`config.mk`:
```
export PLATFORM = sky130hd
export DESIGN_NAME = alu_result_stage_flat
export DESIGN_NICKNAME = d
export VERILOG_FILES = /design/src/rtl/alu_pkg.sv /design/src/rtl/alu_result_stage_if.sv /design/src/rtl/alu_result_fifo.sv /design/src/rtl/alu_result_stage.sv /design/src/flat_wrapper.sv
export SDC_FILE = /design/constraint.sdc
export NUM_CORES = 1
export LEC_CHECK = 0
export CAP_MARGIN = 15
export CORE_MARGIN = 2
export CORE_UTILIZATION = 30
export CTS_CLUSTER_SIZE = 28
export DETAILED_ROUTE_END_ITERATION = 8
export SETUP_SLACK_MARGIN = 0.1
export SLEW_MARGIN = 15
export SYNTH_ARGS = -nofsm -noshare
export SYNTH_HDL_FRONTEND = slang
export SYNTH_SLANG_ARGS = --single-unit
```
`constraint.sdc`:
```
create_clock -name clk -period 1.71 [get_ports clk]
set_input_delay 0.342 -clock clk [delete_from_list [all_inputs] [get_ports clk]]
set_output_delay 0.342 -clock clk [all_outputs]
set_load 0.02 [all_outputs]
```
`src/rtl/alu_pkg.sv`:
```
// Shared ALU definitions: ALUCtrl codes, datapath widths and the buffered writeback entry.
package alu_pkg;

    localparam int unsigned DATA_W     = 64;
    localparam int unsigned RES_W      = 2 * DATA_W;
    localparam int unsigned REG_ADDR_W = 5;
    localparam int unsigned DEPTH      = 2;
    localparam int unsigned OVF_CNT_W  = 16;

    localparam logic [3:0] ALU_AND = 4'b0000;
    localparam logic [3:0] ALU_DIV = 4'b0001;
    localparam logic [3:0] ALU_ADD = 4'b0010;
    localparam logic [3:0] ALU_MUL = 4'b0011;
    localparam logic [3:0] ALU_SUB = 4'b0110;
    localparam logic [3:0] ALU_SLT = 4'b0111;

    typedef struct packed {
        logic [DATA_W-1:0]     data;
        logic [REG_ADDR_W-1:0] rd;
        logic                  reg_write;
        logic                  zero;
        logic                  overflow;
        logic                  ovf_qual;
    } alu_wb_entry_t;

endpackage

```
`src/rtl/alu_result_stage_if.sv`:
```
// Upstream ALU result bus, downstream writeback/forwarding bus and debug counter of the result stage.
interface alu_result_stage_if
    import alu_pkg::*;
#(
    parameter int unsigned OVF_CNT_W = alu_pkg::OVF_CNT_W
) ();

    logic                  in_valid;
    logic                  in_ready;
    logic [RES_W-1:0]      in_result;
    logic                  in_zero;
    logic                  in_overflow;
    logic [3:0]            in_aluctrl;
    logic                  in_sel_high;
    logic [REG_ADDR_W-1:0] in_rd;
    logic                  in_reg_write;
    logic                  flush;

    logic                  out_valid;
    logic                  out_ready;
    logic [DATA_W-1:0]     out_data;
    logic [REG_ADDR_W-1:0] out_rd;
    logic                  out_reg_write;
    logic                  out_zero;
    logic                  out_overflow;

    logic                  fwd_valid;
    logic [REG_ADDR_W-1:0] fwd_rd;
    logic [DATA_W-1:0]     fwd_data;

    logic [OVF_CNT_W-1:0]  ovf_count;

    modport master (
        output in_valid, in_result, in_zero, in_overflow, in_aluctrl, in_sel_high,
               in_rd, in_reg_write, flush, out_ready,
        input  in_ready, out_valid, out_data, out_rd, out_reg_write, out_zero,
               out_overflow, fwd_valid, fwd_rd, fwd_data, ovf_count
    );

    modport slave (
        input  in_valid, in_result, in_zero, in_overflow, in_aluctrl, in_sel_high,
               in_rd, in_reg_write, flush, out_ready,
        output in_ready, out_valid, out_data, out_rd, out_reg_write, out_zero,
               out_overflow, fwd_valid, fwd_rd, fwd_data, ovf_count
    );

endinterface

```
`src/rtl/alu_result_fifo.sv`:
```
// Circular buffer of writeback entries; flush empties it and overrides push and pop.
module alu_result_fifo
    import alu_pkg::*;
#(
    parameter int unsigned DEPTH = alu_pkg::DEPTH
) (
    input  logic          clk,
    input  logic          reset,
    input  logic          push,
    input  logic          pop,
    input  logic          flush,
    input  alu_wb_entry_t wr_entry,
    output alu_wb_entry_t head_entry,
    output logic          empty,
    output logic          full
);

    localparam int unsigned PTR_W = (DEPTH > 1) ? $clog2(DEPTH) : 1;
    localparam int unsigned CNT_W = $clog2(DEPTH + 1);

    alu_wb_entry_t    mem_q [DEPTH];
    alu_wb_entry_t    mem_d [DEPTH];
    logic [PTR_W-1:0] wr_ptr_q, wr_ptr_d;
    logic [PTR_W-1:0] rd_ptr_q, rd_ptr_d;
    logic [CNT_W-1:0] count_q, count_d;

    always_comb begin
        mem_d    = mem_q;
        wr_ptr_d = wr_ptr_q;
        rd_ptr_d = rd_ptr_q;
        count_d  = count_q;
        if (flush) begin
            wr_ptr_d = '0;
            rd_ptr_d = '0;
            count_d  = '0;
        end else begin
            // Pointers wrap naturally since DEPTH is a power of two.
            if (push) begin
                mem_d[wr_ptr_q] = wr_entry;
                wr_ptr_d        = wr_ptr_q + PTR_W'(1);
            end
            if (pop) begin
                rd_ptr_d = rd_ptr_q + PTR_W'(1);
            end
            if (push && !pop) begin
                count_d = count_q + CNT_W'(1);
            end else if (pop && !push) begin
                count_d = count_q - CNT_W'(1);
            end
        end
    end

    always_ff @(posedge clk) begin
        if (reset) begin
            for (int i = 0; i < int'(DEPTH); i++) begin
                mem_q[i] <= '0;
            end
            wr_ptr_q <= '0;
            rd_ptr_q <= '0;
            count_q  <= '0;
        end else begin
            mem_q    <= mem_d;
            wr_ptr_q <= wr_ptr_d;
            rd_ptr_q <= rd_ptr_d;
            count_q  <= count_d;
        end
    end

    assign head_entry = mem_q[rd_ptr_q];
    assign empty      = (count_q == '0);
    assign full       = (count_q == CNT_W'(DEPTH));

endmodule

```
`src/rtl/alu_result_stage.sv`:
```
// Execute-to-memory stage: selects the writeback word, buffers results and counts retired ADD/SUB overflows.
module alu_result_stage
    import alu_pkg::*;
#(
    parameter int unsigned DEPTH     = alu_pkg::DEPTH,
    parameter int unsigned OVF_CNT_W = alu_pkg::OVF_CNT_W
) (
    input  logic               clk,
    input  logic               reset,
    alu_result_stage_if.slave  bus
);

    alu_wb_entry_t        new_entry;
    alu_wb_entry_t        head_entry;
    alu_wb_entry_t        head_vis;
    logic                 empty;
    logic                 full;
    logic                 in_ready_c;
    logic                 push;
    logic                 pop;
    logic [OVF_CNT_W-1:0] ovf_q, ovf_d;

    assign in_ready_c = !full && !reset;
    assign push       = bus.in_valid && in_ready_c;
    assign pop        = !empty && bus.out_ready;

    // x0 is never written back or forwarded; only ADD/SUB overflows are counted.
    always_comb begin
        new_entry           = '0;
        new_entry.data      = (bus.in_aluctrl == ALU_MUL && bus.in_sel_high)
                              ? bus.in_result[RES_W-1:DATA_W]
                              : bus.in_result[DATA_W-1:0];
        new_entry.rd        = bus.in_rd;
        new_entry.reg_write = bus.in_reg_write && (bus.in_rd != '0);
        new_entry.zero      = bus.in_zero;
        new_entry.overflow  = bus.in_overflow;
        new_entry.ovf_qual  = bus.in_overflow &&
                              (bus.in_aluctrl == ALU_ADD || bus.in_aluctrl == ALU_SUB);
    end

    alu_result_fifo #(
        .DEPTH (DEPTH)
    ) u_fifo (
        .clk        (clk),
        .reset      (reset),
        .push       (push),
        .pop        (pop),
        .flush      (bus.flush),
        .wr_entry   (new_entry),
        .head_entry (head_entry),
        .empty      (empty),
        .full       (full)
    );

    // A flushed pop does not retire its entry.
    always_comb begin
        ovf_d = ovf_q;
        if (pop && !bus.flush && head_entry.ovf_qual && (ovf_q != '1)) begin
            ovf_d = ovf_q + OVF_CNT_W'(1);
        end
    end

    always_ff @(posedge clk) begin
        if (reset) begin
            ovf_q <= '0;
        end else begin
            ovf_q <= ovf_d;
        end
    end

    assign head_vis = empty ? '0 : head_entry;

    assign bus.in_ready      = in_ready_c;
    assign bus.out_valid     = !empty;
    assign bus.out_data      = head_vis.data;
    assign bus.out_rd        = head_vis.rd;
    assign bus.out_reg_write = head_vis.reg_write;
    assign bus.out_zero      = head_vis.zero;
    assign bus.out_overflow  = head_vis.overflow;
    assign bus.fwd_valid     = !empty && head_vis.reg_write;
    assign bus.fwd_rd        = head_vis.rd;
    assign bus.fwd_data      = head_vis.data;
    assign bus.ovf_count     = ovf_q;

endmodule

```
`src/flat_wrapper.sv`:
```
// flat-port wrapper written by rule: the top's interface ports become plain ports
module alu_result_stage_flat import alu_pkg::*;
#(
    parameter int unsigned DEPTH     = alu_pkg::DEPTH,
    parameter int unsigned OVF_CNT_W = alu_pkg::OVF_CNT_W
)
  (clk, reset, bus_in_valid, bus_in_result, bus_in_zero, bus_in_overflow, bus_in_aluctrl, bus_in_sel_high, bus_in_rd, bus_in_reg_write, bus_flush, bus_out_ready, bus_in_ready, bus_out_valid, bus_out_data, bus_out_rd, bus_out_reg_write, bus_out_zero, bus_out_overflow, bus_fwd_valid, bus_fwd_rd, bus_fwd_data, bus_ovf_count);
  alu_result_stage_if #(.OVF_CNT_W(OVF_CNT_W)) bus_i ();
  input  logic clk;
  input  logic reset;
  input wire logic [$bits(bus_i.in_valid)-1:0] bus_in_valid;
  input wire logic [$bits(bus_i.in_result)-1:0] bus_in_result;
  input wire logic [$bits(bus_i.in_zero)-1:0] bus_in_zero;
  input wire logic [$bits(bus_i.in_overflow)-1:0] bus_in_overflow;
  input wire logic [$bits(bus_i.in_aluctrl)-1:0] bus_in_aluctrl;
  input wire logic [$bits(bus_i.in_sel_high)-1:0] bus_in_sel_high;
  input wire logic [$bits(bus_i.in_rd)-1:0] bus_in_rd;
  input wire logic [$bits(bus_i.in_reg_write)-1:0] bus_in_reg_write;
  input wire logic [$bits(bus_i.flush)-1:0] bus_flush;
  input wire logic [$bits(bus_i.out_ready)-1:0] bus_out_ready;
  output wire logic [$bits(bus_i.in_ready)-1:0] bus_in_ready;
  output wire logic [$bits(bus_i.out_valid)-1:0] bus_out_valid;
  output wire logic [$bits(bus_i.out_data)-1:0] bus_out_data;
  output wire logic [$bits(bus_i.out_rd)-1:0] bus_out_rd;
  output wire logic [$bits(bus_i.out_reg_write)-1:0] bus_out_reg_write;
  output wire logic [$bits(bus_i.out_zero)-1:0] bus_out_zero;
  output wire logic [$bits(bus_i.out_overflow)-1:0] bus_out_overflow;
  output wire logic [$bits(bus_i.fwd_valid)-1:0] bus_fwd_valid;
  output wire logic [$bits(bus_i.fwd_rd)-1:0] bus_fwd_rd;
  output wire logic [$bits(bus_i.fwd_data)-1:0] bus_fwd_data;
  output wire logic [$bits(bus_i.ovf_count)-1:0] bus_ovf_count;
  assign bus_i.in_valid = bus_in_valid;
  assign bus_i.in_result = bus_in_result;
  assign bus_i.in_zero = bus_in_zero;
  assign bus_i.in_overflow = bus_in_overflow;
  assign bus_i.in_aluctrl = bus_in_aluctrl;
  assign bus_i.in_sel_high = bus_in_sel_high;
  assign bus_i.in_rd = bus_in_rd;
  assign bus_i.in_reg_write = bus_in_reg_write;
  assign bus_i.flush = bus_flush;
  assign bus_i.out_ready = bus_out_ready;
  assign bus_in_ready = bus_i.in_ready;
  assign bus_out_valid = bus_i.out_valid;
  assign bus_out_data = bus_i.out_data;
  assign bus_out_rd = bus_i.out_rd;
  assign bus_out_reg_write = bus_i.out_reg_write;
  assign bus_out_zero = bus_i.out_zero;
  assign bus_out_overflow = bus_i.out_overflow;
  assign bus_fwd_valid = bus_i.fwd_valid;
  assign bus_fwd_rd = bus_i.fwd_rd;
  assign bus_fwd_data = bus_i.fwd_data;
  assign bus_ovf_count = bus_i.ovf_count;
  alu_result_stage #(.DEPTH(DEPTH), .OVF_CNT_W(OVF_CNT_W)) u_core (.clk(clk), .reset(reset), .bus(bus_i));
endmodule
```
# Yosys cells after proc, flatten, opt, wreduce, memory -nomap -nowiden
# Index checks and enable logic that the tools add are counted.
word_totals:
  output_inout_bits: 160
  inputBits: 146
  reg_bits: 166
  elab_cells: 67
classes:
  bitwise: 3
  order_cmp: 3
  n_addsub: 5
  eq_ne: 5
  n_reduce_logical: 25
  mux: 10
ops:
  columns: ["cell", "n"]
  rows:
  - ["$mux W73", 5]
  - ["$bwmux W146", 1]
  - ["$demux W73 S1", 1]
  - ["$mux W64", 1]
  - ["$add A16 B1 Y16 const B", 1]
  - ["$ne A16 B16 Y1 const B", 1]
  - ["$logic_and A1 B1 Y1", 13]
  - ["$eq A4 B2 Y1 const B", 2]
  - ["$logic_not A1 Y1", 6]
  - ["$reduce_bool A5 Y1", 1]
  - ["$eq A4 B3 Y1 const B", 1]
  - ["$ge A2 B2 Y1 const B", 2]
  - ["$mux W2", 2]
  - ["$not A1 Y2", 2]
  - ["$add A1 B1 Y1 const B", 2]
  - ["$add A2 B1 Y2 const B", 1]
  - ["$eq A2 B2 Y1 const B", 1]
  - ["$logic_not A2 Y1", 1]
  - ["$lt A2 B1 Y1 const B", 1]
  - ["$reduce_and A2 Y1", 1]
  - ["$reduce_bool A2 Y1", 1]
  - ["$reduce_or A2 Y1", 1]
  - ["$sub A2 B1 Y2 const B", 1]
  - ["$logic_or A1 B1 Y1", 1]
  - ["$not A1 Y1", 1]

# Longest topological paths before layout
# Gate-level depths: netlist of run 1.
logic_depth:
  depth_word: 8
  ltp_mapped: 7
  ltp_nobuf: 7

# Cells and area by module
# From an unflattened synthesis of run 1, not the netlist that was laid out.
hier_totals:
  hier_cells: 1068
  hier_area_um2: 8841.0
by_module_without_submodules:
  columns: ["mod", "cells_each", "seq_area_each_um2", "n_inst", "area_per_inst_um2"]
  rows:
  - ["alu_result_fifo", 736, 3002.9, 1, 6147.1]
  - ["alu_result_stage", 332, 320.3, 1, 2693.8]

# Worst setup path before layout of run 1
# No wires, ideal clock.
synth_path:
  path_kind: "register to output"
  start: "register u_core.u_fifo.rd_ptr_q"
  end: "output port bus_out_data[0]"
  arrival_time_ns: 1.802
  path_slack_ns: -0.434
  path_buffers: 3
  stages_incl_launch_ff: 6
  required_time_ns: 1.368
  path_cell_list: "dfxtp_1 > clkbuf_1 > buf_1 > mux2i_1 > nor2_1 > buf_4"
synth_via:
  elab_chain_len: 5
synth_rtl:
  columns: ["element", "line", "rtl"]
  rows:
  - ["start: declaration", "alu_result_fifo.sv:24", "logic [PTR_W-1:0] rd_ptr_q, rd_ptr_d;"]
  - ["start signal: assignment", "alu_result_fifo.sv:64", "rd_ptr_q <= rd_ptr_d;"]
  - ["$not A1 Y2 (not written as such)", "alu_result_fifo.sv:69", "assign head_entry = mem_q[rd_ptr_q];"]
  - ["$mux W73 (not written as such) (3 in series)", "alu_result_fifo.sv:69", null]
  - ["$mux W73", "alu_result_stage.sv:71", "assign head_vis = empty ? '0 : head_entry;"]
  - ["end: declaration", "flat_wrapper.sv:23", "output wire logic [$bits(bus_i.out_data)-1:0] bus_out_data;"]
# Every way passes these cells. The select of a mux whose other input is x is not followed.

# Worst setup path after layout of run 1
layout_path:
  start: "register u_core.u_fifo.rd_ptr_q"
  end: "output port bus_fwd_data[4]"
layout_via:
  elab_chain_len: 5
layout_rtl:
  columns: ["element", "line", "rtl"]
  rows:
  - ["$not A1 Y2 (not written as such)", "alu_result_fifo.sv:69", null]
  - ["$mux W73 (not written as such) (3 in series)", "alu_result_fifo.sv:69", null]
  - ["$mux W73", "alu_result_stage.sv:71", null]
  - ["end: declaration", "flat_wrapper.sv:30", "output wire logic [$bits(bus_i.fwd_data)-1:0] bus_fwd_data;"]
# Every way passes these cells. The select of a mux whose other input is x is not followed.

==> results of run 1 <==
## worst paths after layout
check,from,end,slack (ns)
setup reg to reg,u_core.u_fifo.rd_ptr_q,u_core.bus.ovf_count[9],-0.33
hold / removal,reset,u_core.bus.ovf_count[8],0.42
hold reg to reg,u_core.u_fifo.mem_q[79],u_core.u_fifo.mem_q[79],0.46
setup / recovery,u_core.u_fifo.rd_ptr_q,bus_fwd_data[4],-0.34
## state kept, by name, summed over array words and instances, names as in the netlist
signal                  count
u_core.u_fifo.wr_ptr_q      1
u_core.u_fifo.count_q       2
u_core.u_fifo.mem_q       146
u_core.u_fifo.rd_ptr_q      1
u_core.bus.ovf_count       16
## power groups by stage
stage               Combinational [uW]  Clock (uW)  Sequential [uW]
floorplan                          783           0             4100
global placement                  1530           0             4110
detailed placement                1550           0             4110
CTS                               1740        3690             4040
global route                      2330        3870             4080
finish                            2220        3650             4070
## repair_timing
action	CTS	global route
endpoints found under the setup margin	324	325
gates cloned	14	25
resized for setup	718	456
setup buffers	29	61
pin swaps	20	233
## worst register-to-register path, delay by kind of cell, from the launching register on
family | cells | cell delay [ns]
and+or+nand+nor | 2 | 0.67
DFF | 1 | 0.39
buffers and inverters | 3 | 0.41
muxes | 2 | 0.47
## cell type report
| class | instances | area share [%] |
|---|---|---|
| timing repair buffer | 508 | 35.2 |
| clock buffer | 20 | 2.70 |
| multi-input combinational | 624 | 38.3 |
| clock inverter | 12 | 0.568 |
| sequential | 166 | 20.3 |
| inverter | 4 | 0.121 |
| tap | 378 | 2.86 |
## cell usage in the layout (no fill, tap or decap), types with 9 or more instances in the layout
cell type	n
buf_2	35
buf_6	114
clkbuf_16	39
nand3_1	14
dlymetal6s2s_1	20
a211oi_2	56
buf_12	38
buf_4	101
nor2_4	13
dfxtp_1	154
a21oi_1	41
mux2i_4	19
buf_8	9
dlygate4sd2_1	11
nor2_1	12
a311oi_1	52
clkdlybuf4s50_1	140
a21oi_2	66
mux2i_1	88
nor2_2	59
mux2i_2	30
o21ai_2	9
buf_16	13
a311oi_2	12
a21oi_4	47
## stage by stage
stage | hold slack, ns | utilization [%] | cells | total power (uW) | instance area [um2]
floorplan | 0.409 | - | 966 | 4890 | 8970
global placement | 0.463 | 44.4 | 1558 | 5640 | 12400
detailed placement | 0.468 | 44.4 | 1558 | 5660 | 12400
CTS | 0.388 | 48.9 | 1633 | 9460 | 13700
global route | 0.417 | 59.2 | 1712 | 10300 | 16500
finish | 0.424 | 59.2 | 1712 | 9930 | 16500
## logic make-up (layout without fill, tap and decap cells)
family | count (synthesis) | in the layout | synth area share, %
compound gates | 311 | 311 | 23.1
buf+inv | 176 | 544 | 11.2
flops | 166 | 166 | 38.7
simple gates | 162 | 162 | 9.26
mux | 144 | 144 | 16.9
xor+xnor | 5 | 5 | 0.511
fa+ha+maj | 2 | 2 | 0.292
## routing by layer
metal	vias to the layer above	routed length (um)
met4	0	492
met1	4412	15100
met3	29	1580
li1	4252	-
met2	287	17000
met5	-	0
==> flow_summary_export.csv, run 1 <==
group,metric,value,unit
clock_network,clock_path_buffers,2,
synth,mappedNetlistNets,1114,
floorplanning,die_width,173,um
sta,fin_ws,-0.338,ns
synth,netlist_area,8580,um2
sta,final_hold_viol_count,0,
power_and_ir_drop,internal_power,7060,uW
synth,yosys-top-cells-area,"dfxtp_1 (39%), mux2i_1 (16%), a21oi_1 (9.0%)",
power_and_ir_drop,clockPowerShare,36.7,%
clock_network,clk_pin_slew,0.07,ns
critical_path,critPathKind,"flop to output port",
synth,syn_inst,966,
synth,synth_edf_count,0,
run_status,violations,"negative setup slack",
grt,grt_max_degree,84,
grt,grt_pass1_wl,45600,um
placed_design,dp_hpwl,18400,um
clock_network,cts_tree,"built",
synth,syn_area_per_cell,8.88,um2
critical_path,cp_slowest_stage_delay,0.39,ns
sta,tightest_slew,0.869,ns
critical_path,critPathSlowestCell,"dfxtp_4",
grt,grt.busiest_layer,"met2",
synth,yosysTopAreaCellShare,38.7,%
clock_network,clkSinkCount,166,
sta,period_minus_slack,2.05,ns
power_and_ir_drop,ir_worst_vdd,0.516,mV
synth,yosysMostFrequentCell,"dfxtp_1",
synth,ys_seq_area_share,38.7,%
power_and_ir_drop,comb_power_share,22.3,%
run,drv_cap,0,
critical_path,cp.required,1.37,ns
worst_hold_path,whs_path_depth,3,
synth,netlist-cell-type-count,38,
synth,synth.largest_area_cell,"dfxtp_1",
synth,synth_commonest_cells,"dfxtp_1 (166), a21oi_1 (154), mux2i_1 (137)",
synth,yosys_warnings,0,
clock_network,cts_buffers,17,
finish,syn_to_final_growth,92.7,%
sta,drv_slew,0,
power_and_ir_drop,p_switching,2880,uW
sta,rsz0062_at_grt,"yes",
sta,min_period_over_period,120,%
grt,grt-ovfl-total,0,
critical_path,arrival,1.71,ns
sta,final-setup-viol-count,297,
routing,dr.first_iter.drc_count,511,
floorplanning,io_pins,306,
routing,viasPerCell,5.25,
routing,vias,8980,
placed_design,gp_congestion,0.834,
routing,firstDrtPassIters,5,
critical_path,cp_num_buf_inv,4,
critical_path,cp.depth,6,
power_and_ir_drop,seq_power_share,41.0,%
power_and_ir_drop,switching_share,28.9,%
clock_network,insertion_delay,0.43,ns
critical_path,crit_path_start_kind,"flop",
floorplanning,num_rows,61,
power_and_ir_drop,powerDensity,601,nW/um2
finish,nets,1469,
routing,wl,34200,um
synth,synth_ff_type,"dfxtp_1",
grt,use_met2,31.9,%
clock_network,cts_hold_buf,0,
finish,multiInputGateArea,6330,um2
grt,gr-usage-all-layers,18.9,%
sta,max_freq,488,MHz
routing,drc_errors,0,
routing,wl_per_cell,20.0,um
placed_design,place_ws,-0.578,ns
synth,async_reset_ff_share,0,%
clock_network,cts-htree-levels,4,
floorplanning,dieArea,30000,um2
sta,fin_skew,0.0100,ns
critical_path,crit_chain,"buf_12, buf_12, buf_6, mux2i_2, nor2_2, buf_6",
critical_path,cp-end-kind,"output port",
placed_design,port_buffers,305,
grt,grt_pass1_vias,8248,
sta,finalSetupTns,-61.08,ns
critical_path,ff2ff_path_depth,7,
floorplanning,core-area,27900,um2
finish,layout-drive-gt1-share,54.3,%
finish,seqCellArea,3350,um2
grt,antenna_found_initial,0,
grt,gr-usage-met3,3.50,%
clock_network,cts_root_buf,"clkbuf_16",
run_status,status,"complete, but fails checks",
synth,synth-seq-cells,166,
power_and_ir_drop,leakage,0.00643,uW
critical_path,cp_max_fo,5,
floorplanning,start_util,30.7,%
finish,n_antenna_cell,0,
sta,slew_headroom,42.1,%
floorplanning,dieHeight,173,um
finish,fillers,2360,
grt,grt.met1_usage,24.8,%
routing,drtAntennaViolNets,0,
critical_path,critical-path-top-delay-family,"buffers and inverters",
worst_hold_path,hp-class,"primary input to flop",
No activity file was read; power rests on OpenSTA's default activity.
==> run 2: changes to the inputs <==
--- a/config.mk
+++ b/config.mk
@@ -6,10 +6,12 @@
 export NUM_CORES = 1
 export LEC_CHECK = 0
 export CAP_MARGIN = 15
+export CORE_ASPECT_RATIO = 0.5
 export CORE_MARGIN = 2
 export CORE_UTILIZATION = 30
 export CTS_CLUSTER_SIZE = 28
 export DETAILED_ROUTE_END_ITERATION = 8
+export HOLD_SLACK_MARGIN = 0.02
 export SETUP_SLACK_MARGIN = 0.1
 export SLEW_MARGIN = 15
 export SYNTH_ARGS = -nofsm -noshare
==> run 2 against run 1 <==
Against the previous run:
- largest power group unchanged
- highest routed layer unchanged
- combinational power rose by 5%
- hold slack got worse by 0.10 ns
- the run still ends with negative setup slack left
- largest cell class unchanged
- sequential share of layout area fell by 0.41 points
==> flow_summary_export.csv, run 2 (synthesis results as in run 1) <==
group,metric,value,unit
sta,fin_ws,-0.373,ns
critical_path,critPathKind,"flop to output port",
clock_network,clk_pin_slew,0.06,ns
power_and_ir_drop,switching_share,27.5,%
floorplanning,core-area,27900,um2
routing,dr.first_iter.drc_count,632,
power_and_ir_drop,ir_worst_vdd,0.724,mV
run,drv_cap,0,
critical_path,cp_max_fo,7,
clock_network,insertion_delay,0.44,ns
sta,finalSetupTns,-72.67,ns
power_and_ir_drop,comb_power_share,22.4,%
floorplanning,die_width,243,um
clock_network,cts_buffers,17,
finish,fin_util,60.4,%
finish,stdcell_count,1706,
floorplanning,start_util,30.7,%
sta,rsz0062_at_grt,"yes",
critical_path,arrival,1.74,ns
power_and_ir_drop,p_switching,2840,uW
placed_design,port_buffers,305,
sta,max_freq,480,MHz
finish,final_cell_mix,"dfxtp_1 (154), clkdlybuf4s50_1 (144), buf_6 (109)",
clock_network,clock_path_buffers,2,
finish,layout-drive-gt1-share,56.2,%
sta,period_minus_slack,2.08,ns
finish,final_common_cell,"dfxtp_1",
sta,final_hold_viol_count,0,
sta,slew_headroom,19.6,%
sta,final-setup-viol-count,308,
sta,min_period_over_period,122,%
critical_path,cp.required,1.37,ns
grt,grt-ovfl-total,0,
finish,syn_to_final_growth,96.6,%
power_and_ir_drop,internal_power,7480,uW
finish,nets,1459,
power_and_ir_drop,clockPowerShare,38.0,%
finish,fillers,2203,
clock_network,cts-htree-levels,4,
sta,fin_skew,0.00576,ns
routing,wl,35700,um
routing,drc_errors,0,
worst_hold_path,hp-class,"primary input to flop",
placed_design,placed_cell_area,12300,um2
critical_path,crit_path_start_kind,"flop",
placed_design,dp_hpwl,18900,um
grt,antenna_found_initial,0,
power_and_ir_drop,powerDensity,612,nW/um2
finish,final_area,16900,um2
placed_design,placedCellCount,1553,
run_status,status,"complete, but fails checks",
power_and_ir_drop,leakage,0.00644,uW
floorplanning,num_rows,43,
sta,drv_slew,0,
routing,vias,9104,
grt,grt_pass1_wl,46800,um
grt,gr-usage-all-layers,19.9,%
finish,largest_reg_flops,146,
floorplanning,dieHeight,124,um
routing,firstDrtPassIters,5,
clock_network,clkSinkCount,166,
clock_network,cts_hold_buf,0,
finish,n_antenna_cell,0,
clock_network,cts_tree,"built",
clock_network,cts_root_buf,"clkbuf_16",
grt,grt_max_degree,115,
sta,fin_hold_ws,0.319,ns
grt,grt_pass1_vias,8482,
routing,viasPerCell,5.34,
routing,drtAntennaViolNets,0,
finish,regMostFlops,"u_core.u_fifo.mem_q",
floorplanning,io_pins,306,
critical_path,cp-end-kind,"output port",
power_and_ir_drop,seq_power_share,39.5,%
placed_design,gp_congestion,0.800,
routing,wl_per_cell,20.9,um
floorplanning,dieArea,30000,um2
run_status,violations,"negative setup slack",
sta,tightest_slew,1.21,ns
==> run 2: final timing paths <==
| kind | startpoint | to | slack [ns] | cells past startpoint |
|---|---|---|---|---|
| min | reset | u_core.u_fifo.count_q[1] | 0.32 | 4 |
| min reg2reg | u_core.u_fifo.mem_q[2] | u_core.u_fifo.mem_q[2] | 0.48 | 2 |
| max | u_core.u_fifo.rd_ptr_q | bus_out_data[31] | -0.37 | 6 |
| max reg2reg | u_core.u_fifo.rd_ptr_q | u_core.bus.ovf_count[7] | -0.34 | 7 |
==> run 2: per-stage QoR <==
step                      setup WS [ns]  total power [uW]
after floorplan                 -0.0167              4890
after detailed placement         -0.543              5590
after global placement           -0.538              5560
after CTS                        -0.416              9790
final                            -0.373             10300
after global routing             -0.423             10700
==> run 2: routing by layer <==
metal	vias up	GRT usage (%)	wire length, um
li1	4253	-	-
met3	31	3.96	1390
met1	4591	25.0	15300
met5	-	0	0
met2	229	35.4	18500
met4	0	4.72	430
==> run 2: power by group through the flow <==
stage | clock, uW | combinational, uW | sequential [uW]
6_report | 3930 | 2320 | 4080
2_1_floorplan | 0 | 783 | 4100
4_1_cts | 3960 | 1800 | 4040
3_3_place_gp | 0 | 1450 | 4110
5_1_grt | 4140 | 2430 | 4080
3_5_place_dp | 0 | 1480 | 4120
==> run 2: timing repair <==
item	in CTS	in global routing
gates cloned	22	26
gates resized for setup	729	463
endpoints found under the setup margin	324	325
pin swaps	24	212
buffers inserted	32	47
==> run 2: critical path: stages (launching register included) <==
cell     delay, ns
dfxtp_4       0.39
buf_6         0.15
buf_12        0.15
buf_12        0.13
mux2i_4       0.18
nor2_2        0.15
buf_6         0.14
==> run 2: final cells by class <==
class	count	area, um2	area share (%)
multi-input cells	624	6570	38.9
well taps	382	478	2.83
inverters	4	17.5	0.104
clock buffers	26	531	3.14
clock inverters	6	62.6	0.371
repair buffers	498	5860	34.7
flip-flops and latches	166	3350	19.9
==> run 3: changes to the inputs <==
==> constraint.sdc (replaced) <==
create_clock -name clk -period 1.71 [get_ports clk]
set_input_delay 0.171 -clock clk [delete_from_list [all_inputs] [get_ports clk]]
set_output_delay 0.171 -clock clk [all_outputs]
set_load 0.02 [all_outputs]
==> run 3 against run 2 <==
Against the previous run:
- the run still ends with negative setup slack left
- flip-flop and latch count unchanged
- wire length decreased by 2.9%
- sequential share of layout area increased by 1.1 points
- first-iteration DRC count decreased by 6.2%
- largest cell class unchanged
==> flow_summary_export.csv, run 3 (synthesis results as in run 1) <==
group,metric,value,unit
routing,vias,8864,
placed_design,dp_hpwl,19200,um
routing,wl,34700,um
grt,grt_pass1_wl,49100,um
sta,rsz0062_at_grt,"yes",
sta,min_period_over_period,118,%
placed_design,gp_congestion,0.787,
sta,period_minus_slack,2.01,ns
sta,tightest_slew,0.734,ns
finish,final_cell_mix,"clkdlybuf4s50_1 (160), dfxtp_1 (154), buf_6 (117)",
power_and_ir_drop,powerDensity,645,nW/um2
critical_path,crit_chain,"buf_12, buf_12, mux2i_1, nor2_4, buf_6, buf_6",
grt,grt_max_degree,132,
sta,slew_headroom,51.1,%
sta,fin_skew,0.0144,ns
grt,antenna_found_initial,0,
clock_network,cts_root_buf,"clkbuf_16",
routing,dr.first_iter.drc_count,593,
power_and_ir_drop,ir_worst_vdd,0.725,mV
finish,stdcell_count,1685,
floorplanning,start_util,30.7,%
clock_network,clk_pin_slew,0.07,ns
power_and_ir_drop,leakage,0.00585,uW
critical_path,cp_slowest_stage_delay,0.43,ns
power_and_ir_drop,total_power,10300,uW
routing,firstDrtPassIters,5,
floorplanning,num_rows,43,
clock_network,cts_hold_buf,0,
sta,fin_ws,-0.303,ns
clock_network,insertion_delay,0.45,ns
sta,final_hold_viol_count,0,
run_status,violations,"negative setup slack",
routing,wl_per_cell,20.6,um
grt,grt_pass1_vias,8666,
floorplanning,dieArea,30000,um2
routing,drc_errors,0,
clock_network,clkSinkCount,166,
finish,layout-drive-gt1-share,45.7,%
critical_path,cp.required,1.54,ns
clock_network,cts_buffers,17,
critical_path,crit_path_start_kind,"flop",
critical_path,r2r_end,"u_core.u_fifo.mem_q[114]",
finish,largest_reg_flops,146,
clock_network,cts_tree,"built",
critical_path,rr_startpoint,"u_core.u_fifo.count_q[0]",
sta,drv_slew,0,
critical_path,critPathSlowestCell,"dfxtp_4",
finish,regMostFlops,"u_core.u_fifo.mem_q",
routing,viasPerCell,5.26,
critical_path,cp_max_fo,6,
critical_path,ff2ff_path_depth,11,
floorplanning,die_width,243,um
placed_design,port_buffers,305,
floorplanning,io_pins,306,
sta,max_freq,497,MHz
critical_path,r2r_slack,-0.30,ns
run_status,status,"complete, but fails checks",
grt,gr-usage-all-layers,20.8,%
sta,finalSetupTns,-57.65,ns
clock_network,clock_path_buffers,2,
floorplanning,core-area,27900,um2
worst_hold_path,hp-class,"primary input to flop",
finish,fillers,2331,
finish,n_antenna_cell,0,
critical_path,cp-end-kind,"output port",
routing,drtAntennaViolNets,0,
clock_network,cts-htree-levels,4,
critical_path,startpoint,"u_core.u_fifo.rd_ptr_q",
critical_path,arrival,1.84,ns
critical_path,critPathKind,"flop to output port",
worst_hold_path,hold_end,"u_core.u_fifo.wr_ptr_q",
finish,final_common_cell,"clkdlybuf4s50_1",
finish,nets,1438,
worst_hold_path,whs_path_depth,6,
worst_hold_path,min_from,"reset",
sta,final-setup-viol-count,308,
grt,grt-ovfl-total,0,
placed_design,place_ws,-0.408,ns
sta,fin_hold_ws,0.347,ns
floorplanning,dieHeight,124,um
run,drv_cap,0,
finish,syn_to_final_growth,86.0,%
placed_design,placedCellCount,1553,
==> run 3: changes by cell type in the layout (fill, tap and decap cells not counted), moves of 12 or more <==
cell             delta
nor2_2             -46
buf_2              -15
nor2_4             +26
a211oi_1           +17
a21oi_2            -46
dlymetal6s2s_1     -16
clkdlybuf4s50_1    +16
a211oi_2           -17
a21oi_4            -33
o21ai_0            -12
a21oi_1            +79
nor2_1             +20
==> run 3: metal layers <==
layer  vias up  track usage (%)  part of all wire [%]
met5         -                0                     0
met2       202             37.1                    51
met3        33             2.09                   3.1
li1       4204                -                     -
met4         0             6.02                   1.4
met1      4425             27.1                    44
==> run 3: worst max-delay path by stage <==
stage                          endpoint  slack [ns]  cells past startpoint
6_report               bus_out_data[36]       -0.30                      6
5_1_grt        u_core.u_fifo.mem_q[105]       -0.37                     11
4_1_cts                bus_out_data[22]       -0.23                      6
3_5_place_dp   u_core.bus.ovf_count[15]       -0.41                      6
3_3_place_gp   u_core.bus.ovf_count[15]       -0.41                      6
2_1_floorplan           bus_out_data[0]       -0.03                      5
==> run 3: critical path, delay by kind of cell (launching register included) <==
| kind | cells | cell delay [ns] |
|---|---|---|
| flops | 1 | 0.43 |
| buf+inv | 4 | 0.54 |
| mux | 1 | 0.32 |
| simple gates | 1 | 0.09 |
==> run 3: what timing repair did <==
item,in CTS,in global routing
gates resized for setup,876,292
pin swaps,61,83
gates cloned,27,14
setup buffers,42,23
setup endpoints to repair,321,324
==> run 3: power by group <==
group	internal, uW	switching, uW
combinational	1240	1060
clock	2070	1840
sequential	3970	97.5
total	7290	3010
==> run 3: final cells by class <==
type / instances / area, um2 / area share, %
Clock inverter: 15 / 159 / 0.996
Sequential cell: 166 / 3350 / 21.0
Inverter: 4 / 20.0 / 0.125
Clock buffer: 17 / 425 / 2.67
Timing Repair Buffer: 477 / 5730 / 35.9
Multi-Input combinational cell: 624 / 5790 / 36.3
Tap cell: 382 / 478 / 3.00
==> run 3: through the flow <==
step / instance area [um2] / utilization (%)
after global routing: 16000 / 57.1
final: 16000 / 57.1
after global placement: 12200 / 43.8
after CTS: 14400 / 51.6
after detailed placement: 12200 / 43.8
after floorplan: 8880 / -
